--- src/rtl/av2_recon_pkg.sv ---
// Shared constants and entry layout for the AV2 reconstruction pixel stream.
package av2_recon_pkg;

   localparam int unsigned XY_W          = 16;
   localparam int unsigned BIT_DEPTH_DEF = 10;

   localparam logic [1:0] ST_IDLE  = 2'd0;
   localparam logic [1:0] ST_RUN   = 2'd1;
   localparam logic [1:0] ST_DRAIN = 2'd2;
   localparam logic [1:0] ST_DONE  = 2'd3;

   // Largest code value for a given pixel depth.
   function automatic int unsigned pix_max(input int unsigned bd);
      return (32'd1 << bd) - 32'd1;
   endfunction

   localparam int unsigned PIX_MAX = (32'd1 << BIT_DEPTH_DEF) - 32'd1;

   // Output entry at the default depth; field order is the packing order on the FIFO.
   typedef struct packed {
      logic [BIT_DEPTH_DEF-1:0] pixel;
      logic [XY_W-1:0]          x;
      logic [XY_W-1:0]          y;
      logic                     sof;
      logic                     eol;
      logic                     eof;
   } recon_entry_t;

   function automatic int unsigned entry_w(input int unsigned bd);
      return bd + 2 * XY_W + 3;
   endfunction

endpackage

--- src/rtl/av2_skid_fifo2.sv ---
// Two-entry first-word-fall-through FIFO; head entry is always held in dout.
module av2_skid_fifo2 #(
   parameter int unsigned W = 8
) (
   input  logic         clk,
   input  logic         rst,
   input  logic         push,
   input  logic         pop,
   input  logic [W-1:0] din,
   output logic [W-1:0] dout,
   output logic [1:0]   count,
   output logic         valid
);

   logic [W-1:0] tail;

   // Pop on empty and push on full are ignored.
   always_ff @(posedge clk) begin
      if (rst) begin
         dout  <= '0;
         tail  <= '0;
         count <= 2'd0;
         valid <= 1'b0;
      end else begin
         case (count)
            2'd0: begin
               if (push) begin
                  dout  <= din;
                  count <= 2'd1;
                  valid <= 1'b1;
               end
            end
            2'd1: begin
               if (push && pop) begin
                  dout <= din;
               end else if (push) begin
                  tail  <= din;
                  count <= 2'd2;
               end else if (pop) begin
                  count <= 2'd0;
                  valid <= 1'b0;
               end
            end
            default: begin
               if (pop) begin
                  dout <= tail;
                  if (push) tail <= din;
                  else      count <= 2'd1;
               end
            end
         endcase
      end
   end

endmodule

--- src/rtl/av2_recon_pixel_stream.sv ---
// Adds prediction and residual, clips to pixel depth and streams positioned pixels to deblocking.
module av2_recon_pixel_stream
   import av2_recon_pkg::*;
#(
   parameter int unsigned BIT_DEPTH  = 10,
   parameter int unsigned RES_W      = 16,
   parameter int unsigned MAX_WIDTH  = 128,
   parameter int unsigned MAX_HEIGHT = 128
) (
   input  logic                 clk,
   input  logic                 rst,
   input  logic [15:0]          frame_width,
   input  logic [15:0]          frame_height,
   input  logic                 start,
   input  logic                 in_valid,
   output logic                 in_ready,
   input  logic [BIT_DEPTH-1:0] in_pred,
   input  logic [RES_W-1:0]     in_resid,
   output logic                 out_valid,
   input  logic                 out_ready,
   output logic [BIT_DEPTH-1:0] out_pixel,
   output logic [15:0]          out_x,
   output logic [15:0]          out_y,
   output logic                 out_sof,
   output logic                 out_eol,
   output logic                 out_eof,
   output logic                 busy,
   output logic                 done,
   output logic                 err_size
);

   localparam int unsigned SUM_W = ((BIT_DEPTH > RES_W) ? BIT_DEPTH : RES_W) + 2;
   localparam int unsigned ENT_W = entry_w(BIT_DEPTH);
   localparam logic [SUM_W-1:0] PIX_MAX_S = SUM_W'(pix_max(BIT_DEPTH));

   typedef struct packed {
      logic [BIT_DEPTH-1:0] pixel;
      logic [XY_W-1:0]      x;
      logic [XY_W-1:0]      y;
      logic                 sof;
      logic                 eol;
      logic                 eof;
   } entry_t;

   logic [1:0]      state, state_nxt;
   logic [XY_W-1:0] width_q, width_nxt, height_q, height_nxt;
   logic [XY_W-1:0] x_q, x_nxt, y_q, y_nxt;
   logic            err_nxt, done_nxt, busy_nxt, in_ready_nxt;
   logic            accept, pop, size_bad, eol_c, eof_c;
   logic [1:0]      fifo_count, cnt_nxt;
   logic [SUM_W-1:0] sum;
   logic [BIT_DEPTH-1:0] pixel;
   entry_t          push_ent, head_ent;
   logic            fifo_valid;

   assign accept = in_valid && in_ready;
   assign pop    = fifo_valid && out_ready;
   assign eol_c  = (x_q == width_q - XY_W'(1));
   assign eof_c  = eol_c && (y_q == height_q - XY_W'(1));

   assign size_bad = (frame_width == '0) || (frame_height == '0) ||
                     (frame_width > XY_W'(MAX_WIDTH)) || (frame_height > XY_W'(MAX_HEIGHT));

   // Clip adder: zero-extended prediction plus sign-extended residual.
   always_comb begin
      sum = {{(SUM_W-BIT_DEPTH){1'b0}}, in_pred} +
            {{(SUM_W-RES_W){in_resid[RES_W-1]}}, in_resid};
      if (sum[SUM_W-1])          pixel = '0;
      else if (sum > PIX_MAX_S)  pixel = '1;
      else                       pixel = sum[BIT_DEPTH-1:0];
   end

   always_comb begin
      push_ent.pixel = pixel;
      push_ent.x     = x_q;
      push_ent.y     = y_q;
      push_ent.sof   = (x_q == '0) && (y_q == '0);
      push_ent.eol   = eol_c;
      push_ent.eof   = eof_c;
   end

   // Next-state and registered-output logic.
   always_comb begin
      state_nxt  = state;
      width_nxt  = width_q;
      height_nxt = height_q;
      x_nxt      = x_q;
      y_nxt      = y_q;
      err_nxt    = 1'b0;
      cnt_nxt    = fifo_count + 2'(accept) - 2'(pop);
      case (state)
         ST_IDLE: begin
            if (start) begin
               width_nxt  = frame_width;
               height_nxt = frame_height;
               if (size_bad) begin
                  err_nxt = 1'b1;
               end else begin
                  state_nxt = ST_RUN;
                  x_nxt     = '0;
                  y_nxt     = '0;
               end
            end
         end
         ST_RUN: begin
            if (accept) begin
               if (eol_c) begin
                  x_nxt = '0;
                  y_nxt = y_q + XY_W'(1);
                  if (eof_c) state_nxt = ST_DRAIN;
               end else begin
                  x_nxt = x_q + XY_W'(1);
               end
            end
         end
         ST_DRAIN: if (cnt_nxt == 2'd0) state_nxt = ST_DONE;
         default:  state_nxt = ST_IDLE;
      endcase
      in_ready_nxt = (state_nxt == ST_RUN) && (cnt_nxt != 2'd2);
      busy_nxt     = (state_nxt == ST_RUN) || (state_nxt == ST_DRAIN);
      done_nxt     = (state_nxt == ST_DONE);
   end

   always_ff @(posedge clk) begin
      if (rst) begin
         state    <= ST_IDLE;
         width_q  <= '0;
         height_q <= '0;
         x_q      <= '0;
         y_q      <= '0;
         in_ready <= 1'b0;
         busy     <= 1'b0;
         done     <= 1'b0;
         err_size <= 1'b0;
      end else begin
         state    <= state_nxt;
         width_q  <= width_nxt;
         height_q <= height_nxt;
         x_q      <= x_nxt;
         y_q      <= y_nxt;
         in_ready <= in_ready_nxt;
         busy     <= busy_nxt;
         done     <= done_nxt;
         err_size <= err_nxt;
      end
   end

   av2_skid_fifo2 #(.W(ENT_W)) u_fifo (
      .clk   (clk),
      .rst   (rst),
      .push  (accept),
      .pop   (pop),
      .din   (push_ent),
      .dout  (head_ent),
      .count (fifo_count),
      .valid (fifo_valid)
   );

   assign out_valid = fifo_valid;
   assign out_pixel = head_ent.pixel;
   assign out_x     = head_ent.x;
   assign out_y     = head_ent.y;
   assign out_sof   = head_ent.sof;
   assign out_eol   = head_ent.eol;
   assign out_eof   = head_ent.eof;

endmodule

--- config.mk ---
export PLATFORM = sky130hd
export DESIGN_NAME = av2_recon_pixel_stream
export DESIGN_NICKNAME = d
export VERILOG_FILES = /design/src/rtl/av2_recon_pkg.sv /design/src/rtl/av2_skid_fifo2.sv /design/src/rtl/av2_recon_pixel_stream.sv
export SDC_FILE = /design/constraint.sdc
export NUM_CORES = 1
export LEC_CHECK = 0
export CAP_MARGIN = 20
export CORE_UTILIZATION = 50
export CTS_CLUSTER_DIAMETER = 30
export DETAILED_ROUTE_END_ITERATION = 8
export HOLD_SLACK_MARGIN = 0.02
export PLACE_DENSITY = 0.8
export SETUP_SLACK_MARGIN = 0.5
export SLEW_MARGIN = 10
export SYNTH_ARGS = -nofsm -noshare
export SYNTH_HDL_FRONTEND = slang
export SYNTH_HIERARCHICAL = 1
export SYNTH_SLANG_ARGS = --single-unit
--- constraint.sdc ---
create_clock -name clk -period 5.1 [get_ports clk]
set_input_delay 1.02 -clock clk [delete_from_list [all_inputs] [get_ports clk]]
set_output_delay 1.02 -clock clk [all_outputs]
set_load 0.02 [all_outputs]
==> impl_metrics.ini <==
[clocking]
cts_max_level = 4
numCtsBuffers = 17
clock_sink_count = 163
path_clk_slew_ns = 0.06
clkLatencyLatePin_ns = 0.43
ctsLongestPathBuffers = 2
post-cts-setup-buffer-count = 0
ctsRootBufferMaster = clkbuf_16
cts_tree = built
ctsResizeCount = 0
cts_hold_buf = 0

[drt]
totalWireLength_mm = 22.4
viasPerCell = 5.72
post_drt_wl_per_cell_um = 16.3
vias = 7848
ant_nets = 0
drt-initial-drc-count = 477
drtPass1Iterations = 9
drcViolationCount = 8

[critical_path]
setup.worst_path.start = in_pred[0]
critical_path.top_delay_family = compound AO/OA/AOI/OAI gates
worstPathMaxFanout = 10
cp_cell_sequence = clkdlybuf4s50_1 -> ha_1 -> fa_1 -> a21o_1 -> a21oi_1 -> nor2b_1 -> o311ai_0 -> o21ai_0 -> mux2i_1 -> o32ai_1 -> buf_4 -> a31oi_1 -> mux2i_1 -> a211oi_2
required_ns = 5.38
arrival_ns = 4.34
path_class = in2reg
cp_common_cell = mux2i_1
startpoint_type = input port
worst-path-buf-inv = 2
cpMaxStageDelayCell = o311ai_0
worstSetupEndpointType = flip-flop
timing.rr.start = width_q[0]
cpPeakStageDelay_ns = 0.48

[finish]
syn_to_final_growth_pct = 19.5
n_antenna_cell = 0
layout_common_cells = dfxtp_1, clkdlybuf4s50_1, nand2_1
n_fill_cell = 1518
nets = 1215
final_cells = 1373
layout-drive-gt1-share_pct = 9.27
final_common_cell = dfxtp_1

[synth]
synth_area_mm2 = 0.00934
netlist_instances = 1053
ys_types = 73
synthFlopType = dfxtp_1
synth_edf_count = 0
synthArstFlopShare_pct = 0
synth_nets = 1137
seq_area_frac_synth_pct = 35.0
avgSynthCellArea_um2 = 8.87
yosysWarningCount = 6
synth-seq-cells = 163

[placement]
placed_cells_incl_taps = 1341
preCtsSetupSlack_ns = 0.643
dpl.hpwl_mm = 15.6
place.gp.congestion = 0.869
io_buffer_count = 112

[status]
status = finished, violations left
violations = DRC

[sta]
tns_ns = 0
setup_ws_ns = 1.05
hold_violations = 0
slew_viol_final = 0
setup-violations-final = 0
finalCritPeriodShare_pct = 79.5
post-route-min-period_ns = 4.05
max_slew_margin_pct = 40.8
fmaxAchievable_ghz = 0.247
rsz0062_at_grt = false
worst_slew_pin_slew_ns = 0.884
fin_skew_ns = 0.00749

[global_route]
grt_usage_pct = 23.2
top_usage_layer = met2
grt_start_max_net_pins = 68
first_global_vias = 7328
global_route.usage.met1_pct = 30.7
gr-total-overflow = 0
antenna_found_initial = 0
met3_usage_pct = 4.28
grt_first_pass_wirelength_mm = 36.5
grtUsageMet2_pct = 38.7

[die]
die_h_um = 139
placementRows = 49
die_area_mm2 = 0.0192
io_pins = 113
initial_core_util_pct = 51.4
core_area_mm2 = 0.0181
die_w_um = 139

[power]
p_total_mw = 3.06
power_per_cell_area_mw_per_mm2 = 274
total_leakage_power_nw = 3.69
max-vdd-ir-drop_mv = 0.253

[flow_run]
maxCapViolations = 0

[min_path]
hold_path_startpoint = u_fifo/tail[9]
hold_class = reg2reg
[power breakdown]
group          internal [mW]  switching [mW]
combinational          0.145           0.156
sequential              1.29          0.0222
clock                  0.911           0.536
total                   2.34           0.715
[registers in the layout (all words and copies together), names as in the netlist]
signal,cells
u_fifo/dout,45
u_fifo/tail,45
height_q,16
width_q,16
x_q,16
y_q,16
state,2
u_fifo/count,2
busy,1
done,1
err_size,1
in_ready,1
u_fifo/valid,1
[worst reg2reg max path: stages (launching register included)]
cell and delay, ns:
dfxtp_1 0.38, inv_1 0.09, ha_1 0.17, nor3b_1 0.61
a41oi_1 0.29, or4b_4 0.56, o41ai_4 0.51, nand4_2 0.30
or4_1 0.56, a21oi_1 0.16
[cell type report]
type                       count  area [um2]  share of cell area [%]
tap                          229         287                    2.57
timing repair buffer         124        1210                    10.8
sequential                   163        3260                    29.3
inverter                      24        90.1                   0.807
clock inverter                11         200                    1.79
multi-input combinational    801        5640                    50.5
clock buffer                  21         470                    4.22
[path summary, 6_finish.rpt]
path / to / slack [ns] / cells past startpoint
worst max-delay path: u_fifo/dout[36] / 1.05 / 14
worst min-delay path: u_fifo/tail[9] / 0.47 / 2
worst min register to register: u_fifo/tail[9] / 0.47 / 2
worst max register to register: y_q[12] / 1.40 / 9
[logic make-up (layout without fill, tap and decap cells)]
family,count (synthesis),count (layout),synth area share (%)
flip-flops,163,163,35.0
AND/OR/NAND/NOR,392,392,22.8
buffers and inverters,89,180,4.92
AO/OA/AOI/OAI,218,218,17.0
XOR/XNOR,68,68,6.53
adder cells (fa/ha/maj),21,21,2.89
multiplexers,102,102,11.0
[routing by layer]
layer	wire length, um	share of wire [%]
met4	312	1.4
met2	10600	47
met5	0	0
met3	1000	4.5
met1	10500	47
[cell usage after synthesis (15+ instances only)]
cell	number	area, um2
nand3_1	16	80.1
clkbuf_1	38	143
a211oi_2	40	500
xor2_1	31	272
a21oi_1	98	490
o21ai_0	15	75.1
ha_1	20	250
mux2i_1	100	1000
dfxtp_1	163	3260
nor2_1	51	191
nand2_1	105	394
xnor2_1	36	315
nor4_1	20	125
nand4_1	15	93.8
nand2b_1	99	619
inv_1	24	90.1
[metrics by stage]
stage,utilization [%],hold slack [ns],area [um2]
finish,61.5,0.474,11200
detailed placement,57.8,0.464,10500
global route,61.5,0.484,11200
global placement,57.8,0.457,10500
floorplan,-,0.448,9340
CTS,61.5,0.476,11200
(Power assumes the default switching activity.)
